[config.mk]
export PLATFORM = sky130hd
export DESIGN_NAME = fuzz_out_signature_flat
export DESIGN_NICKNAME = d
export VERILOG_FILES = /design/src/rtl/fuzz_out_signature_pkg.sv /design/src/rtl/fuzz_out_signature_if.sv /design/src/rtl/fuzz_out_signature_misr_step.sv /design/src/rtl/fuzz_out_signature.sv /design/src/flat_wrapper.sv
export SDC_FILE = /design/constraint.sdc
export NUM_CORES = 1
export LEC_CHECK = 0
export CAP_MARGIN = 40
export CORE_AREA = 2 2 180 182
export DETAILED_ROUTE_END_ITERATION = 7
export DIE_AREA = 0 0 182 184
export PLACE_DENSITY_LB_ADDON = 0.15
export SYNTH_ARGS = -nofsm -noshare
export SYNTH_HDL_FRONTEND = slang
export SYNTH_HIERARCHICAL = 1
export SYNTH_SLANG_ARGS = --single-unit
[constraint.sdc]
create_clock -name clk -period 2.8 [get_ports clk]
set_input_delay 0.42 -clock clk [delete_from_list [all_inputs] [get_ports clk]]
set_output_delay 0.42 -clock clk [all_outputs]
set_load 0.01 [all_outputs]
[src/rtl/fuzz_out_signature_pkg.sv]
// Shared types and helpers for the fuzz output signature checker.
// Holds the capture FSM states, the default widths and the vector fold.
package fuzz_sig_pkg;

  localparam int DATA_W = 330;
  localparam int SIG_W = 32;
  localparam logic [SIG_W-1:0] POLY_D = 32'h04C11DB7;
  localparam int N_CHUNK = (DATA_W + SIG_W - 1) / SIG_W;

  typedef enum logic [1:0] {
    IDLE,
    SKIP,
    CAPTURE,
    DONE
  } sig_state_t;

  // XOR of SIG_W-wide slices, lowest slice first, top slice zero-padded
  function automatic logic [SIG_W-1:0] fold_vec(
    input logic [DATA_W-1:0] d
  );
    logic [N_CHUNK*SIG_W-1:0] pad;
    logic [SIG_W-1:0] acc;
    pad = '0;
    pad[DATA_W-1:0] = d;
    acc = '0;
    for (int i = 0; i < N_CHUNK; i++) begin
      acc = acc ^ pad[i*SIG_W +: SIG_W];
    end
    return acc;
  endfunction

endpackage

[src/rtl/fuzz_out_signature_if.sv]
// Control and data bundle between the fuzz harness and the signature checker.
// The harness side is master; the checker is slave.
interface fuzz_out_signature_if #(
  parameter int CNT_W = 32
);
  import fuzz_sig_pkg::*;

  logic              start;
  logic              abort;
  logic [CNT_W-1:0]  num_beats;
  logic [DATA_W-1:0] data_in;
  logic              data_valid;
  logic [SIG_W-1:0]  expected_sig;
  logic              busy;
  logic              done;
  logic [SIG_W-1:0]  signature;
  logic              match;
  logic [CNT_W-1:0]  beats_seen;

  modport master (
    output start,
    output abort,
    output num_beats,
    output data_in,
    output data_valid,
    output expected_sig,
    input  busy,
    input  done,
    input  signature,
    input  match,
    input  beats_seen
  );

  modport slave (
    input  start,
    input  abort,
    input  num_beats,
    input  data_in,
    input  data_valid,
    input  expected_sig,
    output busy,
    output done,
    output signature,
    output match,
    output beats_seen
  );

endinterface

[src/rtl/fuzz_out_signature_misr_step.sv]
// One combinational MISR step: shift, conditional polynomial feedback, fold in.
// Kept standalone so upstream generator checks can reuse it.
module misr_step #(
  parameter int SIG_W = 32,
  parameter logic [SIG_W-1:0] POLY = 32'h04C11DB7
) (
  input  logic [SIG_W-1:0] sig,
  input  logic [SIG_W-1:0] fold,
  output logic [SIG_W-1:0] sig_next
);

  logic [SIG_W-1:0] fb;

  always_comb begin
    fb = sig[SIG_W-1] ? POLY : '0;
    sig_next = {sig[SIG_W-2:0], 1'b0} ^ fb ^ fold;
  end

endmodule

[src/rtl/fuzz_out_signature.sv]
// Compacts valid output beats of the fuzz DUT into a MISR signature
// over a programmed window, then compares against a golden value.
module fuzz_out_signature
  import fuzz_sig_pkg::*;
#(
  parameter logic [SIG_W-1:0] POLY = POLY_D,
  parameter int SKIP_BEATS = 2,
  parameter int CNT_W = 32
) (
  input logic clk,
  input logic rst,
  fuzz_out_signature_if.slave bus
);

  localparam logic [CNT_W-1:0] SKIP_N = CNT_W'(SKIP_BEATS);
  localparam logic [CNT_W-1:0] ONE = CNT_W'(1);

  sig_state_t       state;
  logic [CNT_W-1:0] skip_cnt;
  logic [CNT_W-1:0] num_lat;
  logic [CNT_W-1:0] beats;
  logic [SIG_W-1:0] sig;
  logic             busy_q;
  logic             done_q;
  logic             match_q;

  logic [SIG_W-1:0] fold;
  logic [SIG_W-1:0] sig_next;
  logic [CNT_W-1:0] skip_inc;
  logic [CNT_W-1:0] beat_inc;

  always_comb begin
    fold = fold_vec(bus.data_in);
    skip_inc = skip_cnt + ONE;
    beat_inc = beats + ONE;
  end

  misr_step #(
    .SIG_W(SIG_W),
    .POLY (POLY)
  ) u_step (
    .sig     (sig),
    .fold    (fold),
    .sig_next(sig_next)
  );

  always_ff @(posedge clk) begin
    if (rst) begin
      state    <= IDLE;
      skip_cnt <= '0;
      num_lat  <= '0;
      beats    <= '0;
      sig      <= '0;
      busy_q   <= 1'b0;
      done_q   <= 1'b0;
      match_q  <= 1'b0;
    end else begin
      done_q <= 1'b0;
      // abort outranks everything but reset, and is a no-op in IDLE
      if (bus.abort && state != IDLE) begin
        state  <= IDLE;
        busy_q <= 1'b0;
      end else begin
        unique case (state)
          IDLE: begin
            if (bus.start && !bus.abort) begin
              sig      <= '1;
              beats    <= '0;
              match_q  <= 1'b0;
              skip_cnt <= '0;
              num_lat  <= bus.num_beats;
              if (SKIP_BEATS > 0) begin
                state  <= SKIP;
                busy_q <= 1'b1;
              end else if (bus.num_beats == '0) begin
                state  <= DONE;
                done_q <= 1'b1;
              end else begin
                state  <= CAPTURE;
                busy_q <= 1'b1;
              end
            end
          end
          SKIP: begin
            if (bus.data_valid) begin
              skip_cnt <= skip_inc;
              if (skip_inc == SKIP_N) begin
                if (num_lat == '0) begin
                  state  <= DONE;
                  busy_q <= 1'b0;
                  done_q <= 1'b1;
                end else begin
                  state <= CAPTURE;
                end
              end
            end
          end
          CAPTURE: begin
            if (bus.data_valid) begin
              sig   <= sig_next;
              beats <= beat_inc;
              if (beat_inc == num_lat) begin
                state  <= DONE;
                busy_q <= 1'b0;
                done_q <= 1'b1;
              end
            end
          end
          DONE: begin
            match_q <= (sig == bus.expected_sig);
            state   <= IDLE;
          end
        endcase
      end
    end
  end

  assign bus.busy       = busy_q;
  assign bus.done       = done_q;
  assign bus.signature  = sig;
  assign bus.match      = match_q;
  assign bus.beats_seen = beats;

endmodule
[src/flat_wrapper.sv]
// flat-port wrapper written by rule: the top's interface ports become plain ports
module fuzz_out_signature_flat import fuzz_sig_pkg::*;
#(
  parameter logic [SIG_W-1:0] POLY = POLY_D,
  parameter int SKIP_BEATS = 2,
  parameter int CNT_W = 32
)
  (clk, rst, bus_start, bus_abort, bus_num_beats, bus_data_in, bus_data_valid, bus_expected_sig, bus_busy, bus_done, bus_signature, bus_match, bus_beats_seen);
  fuzz_out_signature_if #(.CNT_W(CNT_W)) bus_i ();
  input logic clk;
  input logic rst;
  input wire logic [$bits(bus_i.start)-1:0] bus_start;
  input wire logic [$bits(bus_i.abort)-1:0] bus_abort;
  input wire logic [$bits(bus_i.num_beats)-1:0] bus_num_beats;
  input wire logic [$bits(bus_i.data_in)-1:0] bus_data_in;
  input wire logic [$bits(bus_i.data_valid)-1:0] bus_data_valid;
  input wire logic [$bits(bus_i.expected_sig)-1:0] bus_expected_sig;
  output wire logic [$bits(bus_i.busy)-1:0] bus_busy;
  output wire logic [$bits(bus_i.done)-1:0] bus_done;
  output wire logic [$bits(bus_i.signature)-1:0] bus_signature;
  output wire logic [$bits(bus_i.match)-1:0] bus_match;
  output wire logic [$bits(bus_i.beats_seen)-1:0] bus_beats_seen;
  assign bus_i.start = bus_start;
  assign bus_i.abort = bus_abort;
  assign bus_i.num_beats = bus_num_beats;
  assign bus_i.data_in = bus_data_in;
  assign bus_i.data_valid = bus_data_valid;
  assign bus_i.expected_sig = bus_expected_sig;
  assign bus_busy = bus_i.busy;
  assign bus_done = bus_i.done;
  assign bus_signature = bus_i.signature;
  assign bus_match = bus_i.match;
  assign bus_beats_seen = bus_i.beats_seen;
  fuzz_out_signature #(.POLY(POLY), .SKIP_BEATS(SKIP_BEATS), .CNT_W(CNT_W)) u_core (.clk(clk), .rst(rst), .bus(bus_i));
endmodule
* Word-level counts from Yosys, hierarchy flattened *
Cells that the tools add are included.

word-level totals
  word-level logic and storage cells = 83
  output and inout port bits = 67
  flip-flop bits (word level) = 133

cells by class
  add/subtract/negate cells = 2
  bitwise logic cells = 13
  reductions and logical operators = 17
  equal/unequal tests = 12
  multiplexer cells = 31

operator list
  operator                                                                count
  32-bit XOR                                                              11
  32-bit one-hot mux with 2 select lines                                  3
  32-bit two-way mux                                                      5
  32-bit by 1-bit adder with 32-bit output, second input constant         2
  32-bit equality test                                                    2
  32-bit by 2-bit equality test with 1-bit output, second input constant  1
  32-bit logical NOT                                                      1
  32-bit by 10-bit XOR with 32-bit output                                 1
  27-bit two-way mux                                                      1
  1-bit two-way mux                                                       13
  2-bit two-way mux                                                       5
  2-bit by 1-bit != test with 1-bit output, second input constant         4
  2-bit one-hot mux with 4 select lines                                   1
  4-bit AND reduction                                                     2
  2-bit nonzero test                                                      4
  7-bit AND reduction                                                     1
  3-bit AND reduction                                                     2
  5-bit AND reduction                                                     1
  2-bit equality test, second input constant                              2
  2-bit != test, second input constant                                    2
  1-bit one-hot mux with 2 select lines                                   2
  1-bit one-hot mux with 3 select lines                                   1
  3-bit nonzero test                                                      1
  2-bit by 1-bit equality test with 1-bit output, second input constant   1
  5 further kinds                                                         6

* Logic depth before layout (Yosys ltp) *
  depth after elaboration = 13
  mapped depth = 11

* Hierarchy *
The synthesis kept the hierarchy.

modules (own cells, without submodules)
  module              area each (µm²)  times used  cells an instance
  fuzz_out_signature  10558.9          1           1389
  misr_step           505.5            1           33

* Worst setup path after synthesis *
Ideal clock, no wire load.

  path type = reg-to-reg
  start = reg u_core.beats[12], in the netlist u_core/bus.beats_seen[12]
  end = reg u_core.busy_q, in the netlist u_core/bus.busy
  arrival = 2991 ps
  cell stages (with the launch flop) = 11
  library setup time = 116 ps
  path slack = -307 ps
  cell sequence = dfxtp_1 > clkbuf_1 > nand2_1 > nor2_1 > nand3_1 > xnor2_1 > or4_1 > a2111oi_4 > a31oi_2 > or4b_1 > o211a_1

on the way
  cells in the longest elaborated chain, start to end = 4

ends and longest elaborated chain
  item                                                       RTL line                   source
  start: declaration                                         fuzz_out_signature.sv:21   logic [CNT_W-1:0] beats;
  start signal: assignment                                   fuzz_out_signature.sv:101  beats <= beat_inc;
  32-bit by 1-bit adder with 32-bit output                   fuzz_out_signature.sv:35   beat_inc = beats + ONE;
  32-bit equality test                                       fuzz_out_signature.sv:102  if (beat_inc == num_lat) begin
  2-bit by 1-bit != test with 1-bit output (no source line)  --
  7-bit AND reduction (no source line)                       --
  end signal: assignment                                     fuzz_out_signature.sv:54   busy_q <= 1'b0;
  end signal: assignment                                     fuzz_out_signature.sv:62   busy_q <= 1'b0;
  end signal: assignment                                     fuzz_out_signature.sv:104  busy_q <= 1'b0;
  end: declaration                                           fuzz_out_signature.sv:23   logic busy_q;

Every way passes these cells.
A chain may end at the register's enable or synchronous reset.

* Final worst setup path *
  start = reg u_core.skip_cnt[3]
  end = reg u_core.busy_q, in the netlist u_core/bus.busy

on the way
  cells in the longest elaborated chain, start to end = 4

ends and longest elaborated chain
  item                                                       RTL line                   source
  start: declaration                                         fuzz_out_signature.sv:19   logic [CNT_W-1:0] skip_cnt;
  start signal: assignment                                   fuzz_out_signature.sv:86   skip_cnt <= skip_inc;
  32-bit by 1-bit adder with 32-bit output                   fuzz_out_signature.sv:34   skip_inc = skip_cnt + ONE;
  32-bit by 2-bit equality test with 1-bit output            fuzz_out_signature.sv:87   if (skip_inc == SKIP_N) begin
  2-bit by 1-bit != test with 1-bit output (no source line)  --
  7-bit AND reduction (no source line)                       --
  end signal: assignment                                     fuzz_out_signature.sv:54
  end signal: assignment                                     fuzz_out_signature.sv:90   busy_q <= 1'b0;
  end signal: assignment                                     fuzz_out_signature.sv:104

Every way passes these cells.

==> run metrics <==
number of synthesized flops with an enable pin 0; unrepaired setup endpoints after global routing true; MaxCap Viol Count 0; total track usage 0.2675; 1st-pass router iterations 5; Final Wtd Congestion 0.9909; clk slew on worst S/H paths 60 ps; Setup crit start u_core/skip_cnt[3]$_SDFFE_PP0P_; area grow syn2layout 63.25%; Worst EP arrival 3280 ps; Setup crit start kind flop; worst path required time 3110 ps; Synth cell types 67; Die Wd 182 µm; I/O Buffers 465; post-place instance area 17130 µm²; layout cells sized above 1 0.1318; Synth Instances 1422; skew final 10.53 ps; first-pass GRT wire length 68460 µm; setup ws final -166.1 ps; H-Tree Depth 4; status finished, violations left; Clock Tree Buf Depth 2; I/O pin cnt 466; failing checks negative setup slack; # DRC 0; pre-CTS WS -300.8 ps; largest net degree at the start of global routing 68; Crit. End Element flop; Setup CP Type flop to flop; minimum clock period 2966 ps; Peak supply drop 0.0002778 V; final hold vios 0; die height 184 µm; core area 31390 µm²; hold crit path type flop to flop; vias in the first global route 11840; Setup violations, final 2; TritonCTS Buffers 17; Worst path max stage delay 530 ps; filler instances 2932; CP dominant cell by count nand4_1; HPWL Detailed 37770 µm; Synth Area per Inst 7.781 µm²; synthesized flop and latch total 133; Ys Warns 6; syn_nets 1828; max_slew headroom 0.4715; CP max FO 6; slowest cell on the critical path or4b_1; post-synthesis cell area 11060 µm²; antenna-violating nets left 0; clock sink total 133; Root Driver clkbuf_16; Net count, final 2389; Cell Pwr Density 515.8 nW/µm²; top_reg_cell synth dfxtp_1; Final Max Slew Viols 0; starting density of the core 0.3525; num rows 65; fmax 0.3371 GHz; routed len/inst 19.19 µm; CTS tree yes; CTS Hold Bufs 0; period utilization 1.059; via/cell ratio 5.057; sequential fraction of the synthesis area 0.2406; clk_lat worst skew 430 ps; Iter 0 DRT Violations 865; via count 12150; Tightest Pin Transition 792.7 ps; Design Area, Final 18060 µm²; critical path cell sequence nand4_1, buf_6, or4_4, mux2i_1, nor4_2, nand4_1, o41ai_2, nand2_1, or4b_1, o211a_1; full die area 33490 µm²; Pleak 6.564 nW; GRT overflow 0; Total Routed Length 46080 µm; R2R Path Start u_core/skip_cnt[3]$_SDFFE_PP0P_; Hold Crit Start u_core/bus.match$_SDFFE_PP0P_; Post-synth ARST share 0; initial antenna violation count 5
cells in the final DEF, fill, tap and decap left out, types with 5 or more instances in the layout:
cell | netlist | routed
a211o_1 | 5 | 5
a21o_1 | 17 | 17
a21oi_1 | 130 | 130
a22oi_1 | 5 | 5
a31oi_1 | 5 | 5
and2_1 | 9 | 8
and3_1 | 10 | 9
and4_1 | 7 | 6
buf_4 | 2 | 153
buf_6 | 1 | 5
bufinv_16 | 0 | 6
clkbuf_16 | 0 | 17
clkdlybuf4s50_1 | 0 | 464
dfxtp_1 | 133 | 115
dfxtp_2 | 0 | 11
dfxtp_4 | 0 | 7
diode_2 | 0 | 5
ha_1 | 7 | 5
inv_1 | 14 | 13
mux2i_1 | 6 | 6
nand2_1 | 185 | 184
nand3_1 | 33 | 29
nand4_1 | 27 | 27
nor2_1 | 83 | 79
nor3_1 | 53 | 46
nor3_2 | 3 | 8
nor4_1 | 24 | 22
o21a_1 | 9 | 9
o21ai_0 | 72 | 72
or3_1 | 11 | 10
or4_1 | 16 | 13
xnor2_1 | 298 | 297
xor2_1 | 103 | 103
xor3_1 | 8 | 8
xor3_4 | 5 | 5
power by group:
part | leakage (nW) | switching, W | internal [W] | total, W
Sequential | 1.09 | 0.000388 | 0.00212 | 0.00250
Combinational | 5.16 | 0.00189 | 0.00235 | 0.00424
Clock | 0.313 | 0.000903 | 0.00167 | 0.00257
per-layer routing:
layer	GRT usage	up-vias	share of wire
met2	0.4817	415	0.51
li1	-	5986	-
met1	0.3174	5684	0.40
met3	0.05626	61	0.061
met4	0.08484	0	0.023
met5	0	-	0
state kept, by name, summed over array words and instances (netlist names):
name / flops
u_core/num_lat: 32
u_core/bus.done: 1
u_core/bus.match: 1
u_core/skip_cnt: 32
u_core/bus.busy: 1
u_core/state: 2
u_core/bus.beats_seen: 32
u_core/bus.signature: 32
critical path, delay by kind of cell (launching register included):
| family | cells | cell delay, ps |
|---|---|---|
| AOI/OAI and AO/OA | 2 | 530 |
| muxes | 1 | 150 |
| buffers and inverters | 1 | 160 |
| DFF | 1 | 370 |
| and+or+nand+nor | 6 | 1640 |
metrics by stage:
stage	cells	hold slack, ps	setup TNS [ps]	total power [W]	util
4_1_cts	2391	468.4	-230.0	0.009385	0.5703
3_5_place_dp	2353	460.2	-546.9	0.006781	0.5456
6_report	2402	464.1	-216.5	0.009317	0.5754
5_1_grt	2402	495.8	-579.5	0.009822	0.5754
3_3_place_gp	2353	441.9	-208.5	0.006744	0.5456
2_1_floorplan	1422	457.7	-78.19	0.004999	-
final cells by class:
class	count	area, µm²	area share
well taps	402	503.0	0.02785
inverters	14	52.55	0.002909
multi-input cells	1192	8219	0.4550
clock inverters	12	230.2	0.01275
clock buffers	19	432.9	0.02397
flip-flops and latches	133	2703	0.1496
diodes	5	12.51	0.0006927
repair buffers	625	5909	0.3272
Yosys cell counts, types with 10 or more instances:
library cell    n  area (µm²)
a21o_1         17       127.6
o21ai_0        72       360.4
dfxtp_1       133        2663
or4_1          16       120.1
nand2_1       185       694.4
xor2_1        103       902.1
or3_1          11       68.82
nor3_1         53       265.3
clkbuf_1       70       262.8
nor4_1         24       150.1
inv_1          14       52.55
a21oi_1       130       650.6
buf_2          10       50.05
nand4_1        27       168.9
and3_1         10       62.56
xnor2_1       298        2610
nand3_1        33       165.2
nor2_1         83       311.6
worst paths after layout:
path	to	slack [ps]	cells after the start
max	u_core/bus.busy$_SDFFE_PP0P_	-170	10
min	u_core/bus.match$_SDFFE_PP0P_	460	2
max reg2reg	u_core/bus.busy$_SDFFE_PP0P_	-170	10
min reg2reg	u_core/bus.match$_SDFFE_PP0P_	460	2
logic make-up after synthesis:
group,after synthesis,synth area share
simple gates,489,0.2164
xor+xnor,414,0.3471
compound gates,274,0.1451
flops,133,0.2406
buf+inv,97,0.03539
mux,8,0.007464
fa+ha+maj,7,0.007916
repair_timing:
item | CTS | global route
hold endpoints to repair | 0 | 0
pin swaps | 10 | 20
resized for setup | 13 | 24
endpoints found under the setup margin | 3 | 4
setup buffers | 7 | 6
No activity file was read; power rests on OpenSTA's default activity.
